===== src/rtl/parser_pkg.sv =====
// Shared types and parser framing constants for the parser input path.
package parser_pkg;

   typedef enum logic {
      IDLE  = 1'b0,
      GRANT = 1'b1
   } arb_state_t;

   localparam int PARSER_WORD_W    = 32;
   localparam int PARSER_MAX_WORDS = 12;
   localparam int PARSER_HDR_WORDS = 2;

endpackage


===== src/rtl/parser_input_arbiter_rr_picker.sv =====
// Round-robin picker: rotate requests by ptr, take lowest set bit, rotate back.
module rr_picker #(
   parameter int N_PORTS = 4,
   parameter int IDX_W   = $clog2(N_PORTS)
) (
   input  logic [N_PORTS-1:0] req,
   input  logic [IDX_W-1:0]   ptr,
   output logic [IDX_W-1:0]   idx,
   output logic               found
);

   localparam logic [IDX_W:0] N_EXT = (IDX_W+1)'(N_PORTS);

   logic [N_PORTS-1:0] rot;
   logic [IDX_W:0]     pos;
   logic [IDX_W:0]     enc;
   logic [IDX_W:0]     sum;

   // rot[i] is the request i positions after ptr, so rot[0] has top priority.
   always_comb begin
      rot = '0;
      pos = '0;
      for (int i = 0; i < N_PORTS; i++) begin
         pos = (IDX_W+1)'(i) + {1'b0, ptr};
         if (pos >= N_EXT) pos = pos - N_EXT;
         rot[i] = req[pos[IDX_W-1:0]];
      end
   end

   always_comb begin
      enc   = '0;
      found = 1'b0;
      sum   = '0;
      for (int i = N_PORTS-1; i >= 0; i--) begin
         if (rot[i]) begin
            enc   = (IDX_W+1)'(i);
            found = 1'b1;
         end
      end
      sum = enc + {1'b0, ptr};
      if (sum >= N_EXT) sum = sum - N_EXT;
      idx = sum[IDX_W-1:0];
   end

endmodule


===== src/rtl/parser_input_arbiter.sv =====
// Packet-granular round-robin arbiter feeding the single parser receive port,
// with a word-count watchdog that forces last at the parser's packet limit.
module parser_input_arbiter
   import parser_pkg::*;
#(
   parameter int N_PORTS   = 4,
   parameter int DATA_W    = PARSER_WORD_W,
   parameter int IDX_W     = $clog2(N_PORTS),
   parameter int MAX_WORDS = PARSER_MAX_WORDS
) (
   input  logic                      clk,
   input  logic                      reset,
   input  logic [N_PORTS*DATA_W-1:0] in_data,
   input  logic [N_PORTS-1:0]        in_val,
   input  logic [N_PORTS-1:0]        in_last,
   output logic [N_PORTS-1:0]        in_ready,
   output logic [DATA_W-1:0]         out_data,
   output logic                      out_val,
   output logic                      out_last,
   input  logic                      out_ready,
   output logic [IDX_W-1:0]          grant_idx,
   output logic                      busy,
   output logic                      pkt_done,
   output logic                      overrun,
   input  logic                      clr_err
);

   arb_state_t        state_q, state_d;
   logic [IDX_W-1:0]  grant_q, grant_d;
   logic [IDX_W-1:0]  rr_ptr_q, rr_ptr_d;
   logic [7:0]        word_cnt_q, word_cnt_d;
   logic              pkt_done_q, pkt_done_d;
   logic              overrun_q, overrun_d;

   logic [IDX_W-1:0]  pick_idx;
   logic              pick_found;
   logic [DATA_W-1:0] src_data [N_PORTS];
   logic              g_val, g_last, at_limit, accept;

   for (genvar k = 0; k < N_PORTS; k++) begin : g_src
      assign src_data[k] = in_data[k*DATA_W +: DATA_W];
   end

   rr_picker #(
      .N_PORTS (N_PORTS),
      .IDX_W   (IDX_W)
   ) u_picker (
      .req   (in_val),
      .ptr   (rr_ptr_q),
      .idx   (pick_idx),
      .found (pick_found)
   );

   assign g_val     = in_val[grant_q];
   assign g_last    = in_last[grant_q];
   assign at_limit  = (word_cnt_q == 8'(MAX_WORDS-1));
   assign busy      = (state_q == GRANT);
   assign accept    = busy && g_val && out_ready;
   assign grant_idx = grant_q;
   assign pkt_done  = pkt_done_q;
   assign overrun   = overrun_q;

   // The granted source is wired straight through; nothing is buffered here.
   always_comb begin
      // NOTE: every output gets a default before the branch so no latch is inferred.
      out_data = '0;
      out_val  = 1'b0;
      out_last = 1'b0;
      in_ready = '0;
      if (busy) begin
         out_data          = src_data[grant_q];
         out_val           = g_val;
         out_last          = g_last | at_limit;
         in_ready[grant_q] = out_ready;
      end
   end

   always_comb begin
      state_d    = state_q;
      grant_d    = grant_q;
      rr_ptr_d   = rr_ptr_q;
      word_cnt_d = word_cnt_q;
      pkt_done_d = 1'b0;
      overrun_d  = clr_err ? 1'b0 : overrun_q;
      case (state_q)
         IDLE: begin
            if (pick_found) begin
               grant_d = pick_idx;
               state_d = GRANT;
            end
         end
         GRANT: begin
            if (accept) begin
               word_cnt_d = word_cnt_q + 8'd1;
               if (out_last) begin
                  state_d    = IDLE;
                  word_cnt_d = '0;
                  rr_ptr_d   = (grant_q == IDX_W'(N_PORTS-1)) ? '0 : grant_q + 1'b1;
                  pkt_done_d = 1'b1;
                  // A truncation outranks a simultaneous clear.
                  if (at_limit && !g_last) overrun_d = 1'b1;
               end
            end
         end
         default: state_d = IDLE;
      endcase
   end

   // NOTE: state registers use non-blocking assignments so every flop samples pre-edge values.
   always_ff @(posedge clk or posedge reset) begin
      if (reset) begin
         state_q    <= IDLE;
         grant_q    <= '0;
         rr_ptr_q   <= '0;
         word_cnt_q <= '0;
         pkt_done_q <= 1'b0;
         overrun_q  <= 1'b0;
      end else begin
         state_q    <= state_d;
         grant_q    <= grant_d;
         rr_ptr_q   <= rr_ptr_d;
         word_cnt_q <= word_cnt_d;
         pkt_done_q <= pkt_done_d;
         overrun_q  <= overrun_d;
      end
   end

endmodule


===== config.mk =====
export PLATFORM = sky130hd
export DESIGN_NAME = parser_input_arbiter
export DESIGN_NICKNAME = d
export VERILOG_FILES = /design/src/rtl/parser_pkg.sv /design/src/rtl/parser_input_arbiter_rr_picker.sv /design/src/rtl/parser_input_arbiter.sv
export SDC_FILE = /design/constraint.sdc
export NUM_CORES = 1
export LEC_CHECK = 0
export BUFFER_PORTS_ARGS = -buffer_cell sky130_fd_sc_hd__buf_2
export CELL_PAD_IN_SITES_DETAIL_PLACEMENT = 2
export CELL_PAD_IN_SITES_GLOBAL_PLACEMENT = 2
export CORE_MARGIN = 2
export CORE_UTILIZATION = 21
export DETAILED_ROUTE_END_ITERATION = 6
export PLACE_DENSITY = 0.84
export SETUP_SLACK_MARGIN = 0.2
export SLEW_MARGIN = 10
export SYNTH_ARGS = -nofsm -noshare
export SYNTH_HDL_FRONTEND = slang
export SYNTH_SLANG_ARGS = --single-unit

===== constraint.sdc =====
create_clock -name clk -period 3.6 [get_ports clk]
set_input_delay 0 -clock clk [delete_from_list [all_inputs] [get_ports clk]]
set_output_delay 0 -clock clk [all_outputs]
set_load 0.01 [all_outputs]

==> flow_summary.ini <==
[yosys]
netlist.area_leader.share_pct = 37.4
yosysSeqAreaShare_pct = 18.9
synth_ff_type = dfrtp_1
synth.area.top_cells = mux4_2 37%, dfrtp_1 19%, and2_1 11%
async_flop_share_pct = 100
yosys.area.top_type = mux4_2
ys_ff_latch = 15
syn_area_um2 = 1990
yosysMostFrequentCell = and2_1
synthTopCellsByCount = 34 x and2_1, 33 x mux4_2, 15 x dfrtp_1
synth_edf_count = 0
synth_cell_types = 39
ys_warn_count = 0
synth_nets = 332
avgSynthCellArea_um2 = 10.7
synthCells = 186

[power_and_ir_drop]
power_mw = 2.04
swShare_pct = 46.3
power_density_nw_per_um2 = 671
p_clk_share_pct = 6.8
pwr-share-seq_pct = 18.3
vdd_drop_max_uv = 182
p_comb_share_pct = 74.9
p_leak_nw = 1.48
p_sw_uw = 946
p_int_mw = 1.10

[job]
drv_cap = 0

[finish]
antennaDiodeCount = 0
fillers = 1047
area_delta_synth_final_pct = 53.2
design_area_um2 = 3040
fin_nets = 508
regArea_um2 = 378
instances_no_fill = 472
multiInputGateArea_um2 = 1510
drive_gt1_share_pct = 62.9

[route]
firstDrtPassIters = 4
wl_met1_mm = 3.24
wl_met2_mm = 5.31
drt_iter0_drc = 74
vias_per_cell = 4.96
wirelength_mm = 9.22
drc_errors = 0
wl_per_cell_um = 19.5
top_layer = met4
wl_met3_um = 611
antenna_left = 0
vias = 2339

[cts]
htreeDepth = 1
cts.path.max_buffers = 2
clk_latency_ns = 0.25
cts_made_buffers = 3
clkTransAtPathRegs_ns = 0.06
clock_sinks = 15
root_buffer = clkbuf_8
cts_tree = built

[worst_setup_path]
required_ns = 3.77
crit_chain = nand3_1 > o22a_1 > or4_1 > a21oi_1
critPathCaptureType = flop
arrival_ns = 2.61
start_kind = flop
critPathBufInv = 0
critical_path_class = flop to flop
critPathTopFamily = flip-flops
slowest_delay_ns = 0.97
worst-path-max-fanout = 41
slowest_stage = dfrtp_2

[global_routing]
grt_pass1_wl_mm = 13.4
grtUsageTotal_pct = 16.6
grt_overflow_total = 0
grt_pass1_vias = 2609
grt_max_degree = 42
antenna_found_initial = 0

[timing]
slew_headroom_pct = 39.3
grt_setup_unrepaired = no
fin_tns_setup_ns = 0
finalHoldViolations = 0
max_slew.worst_pin.slew_ns = 0.910
min_period_ns = 2.44
fmax_mhz = 410
fin_crit_sh_pct = 67.8
slew_viol_final = 0
final.setup_skew_ns = 0.00281
setup_violations = 0

[die]
die-area_um2 = 10200
dieWidth_um = 101
coreArea_um2 = 9200
start_util_pct = 21.6
die_h_um = 101
io_pins = 183
rows = 35

[run_status]
status = finished, final reports clean

[hold_path]
min_path_type = input port to flop

[place]
place_congestion = 0.801
dp.cells = 466
io_buffers = 182
placed_area_um2 = 2980
dp_hpwl_mm = 7.74
per-layer routing:
| layer | vias to the layer above | global-route usage, % |
|---|---|---|
| li1 | 1070 | - |
| met1 | 1166 | 17.4 |
| met2 | 97 | 34.9 |
| met3 | 6 | 2.55 |
| met4 | 0 | 1.77 |
| met5 | - | 0 |
through the flow:
stage | util, % | hold WS (ns) | setup WS, ns
finish | 33.1 | 0.200 | 1.16
global route | 33.1 | 0.229 | 0.919
CTS | 33.1 | 0.186 | 1.11
detailed placement | 32.4 | 0.113 | 1.12
global placement | 32.4 | 0.100 | 1.24
floorplan | - | -0.0985 | 1.69
timing repair:
item,4_1_cts,5_1_grt
endpoints found under the setup margin,0,0
hold buffers,2,0
resized for setup,0,0
hold endpoints to repair,16,0
buffers inserted,0,0
area by class of cell:
type                            count  share of cell area, %
Clock buffer                        3                   1.36
Clock inverter                      1                  0.164
Inverter                            7                  0.863
Multi-Input combinational cell    149                   49.5
Sequential cell                    15                   12.4
Tap cell                          111                   4.56
Timing Repair Buffer              186                   31.1
worst reg2reg max path, cell delays in order (launching register included):
cell,delay (ns)
dfrtp_2,0.97
nand3_1,0.20
o22a_1,0.48
or4_1,0.56
a21oi_1,0.16
power groups by stage:
stage | clock network, mW | logic [mW] | registers (mW)
2_1_floorplan | 0 | 1.10 | 0.265
3_3_place_gp | 0 | 1.49 | 0.373
3_5_place_dp | 0 | 1.55 | 0.382
4_1_cts | 0.143 | 1.56 | 0.378
5_1_grt | 0.150 | 1.67 | 0.393
6_report | 0.140 | 1.53 | 0.373
final timing paths:
path                               start             to  slack, ns  cells past startpoint
max                         grant_idx[1]  word_cnt_q[6]       1.16                      4
min in group asynchronous          reset  word_cnt_q[0]       0.36                      3
min reg2reg                word_cnt_q[1]  word_cnt_q[1]       0.52                      2
max reg2reg                 grant_idx[1]  word_cnt_q[6]       1.16                      4
min                            in_val[3]           busy       0.20                      3
max in group asynchronous          reset   grant_idx[1]       2.81                      3
cell families (layout without fill, tap and decap cells):
logic type                 Yosys count  count (layout)  share of synthesized area [%]
AOI/OAI and AO/OA                   30              30                           10.6
and+or+nand+nor                     76              76                           21.8
muxes                               37              37                           39.8
adders and majority gates            6               6                           3.78
DFF                                 15              15                           18.9
buffers and inverters               22             197                           5.17
state kept, by name, indices dropped and copies added (netlist names):
| signal | cells |
|---|---|
| pkt_done | 1 |
| grant_idx | 2 |
| busy | 1 |
| rr_ptr_q | 2 |
| overrun | 1 |
| word_cnt_q | 8 |
cells in the final DEF, fill, tap and decap left out, types with 2 or more instances in the layout:
| master | count |
|---|---|
| nor2_1 | 6 |
| mux4_2 | 33 |
| inv_1 | 7 |
| and3_1 | 5 |
| a21oi_1 | 5 |
| nor4_1 | 2 |
| nand3_1 | 2 |
| nand2b_1 | 3 |
| o22a_1 | 2 |
| o21ai_0 | 9 |
| dlygate4sd3_1 | 2 |
| o221ai_1 | 2 |
| nor3_1 | 2 |
| dfrtp_2 | 2 |
| and2_1 | 34 |
| mux2i_1 | 2 |
| buf_4 | 2 |
| ha_1 | 6 |
| clkbuf_8 | 3 |
| or3_1 | 3 |
| nand4_1 | 2 |
| o22ai_1 | 2 |
| dfrtp_1 | 13 |
| nand2_1 | 13 |
| buf_2 | 182 |
| a21o_1 | 2 |
(Power assumes the default switching activity.)
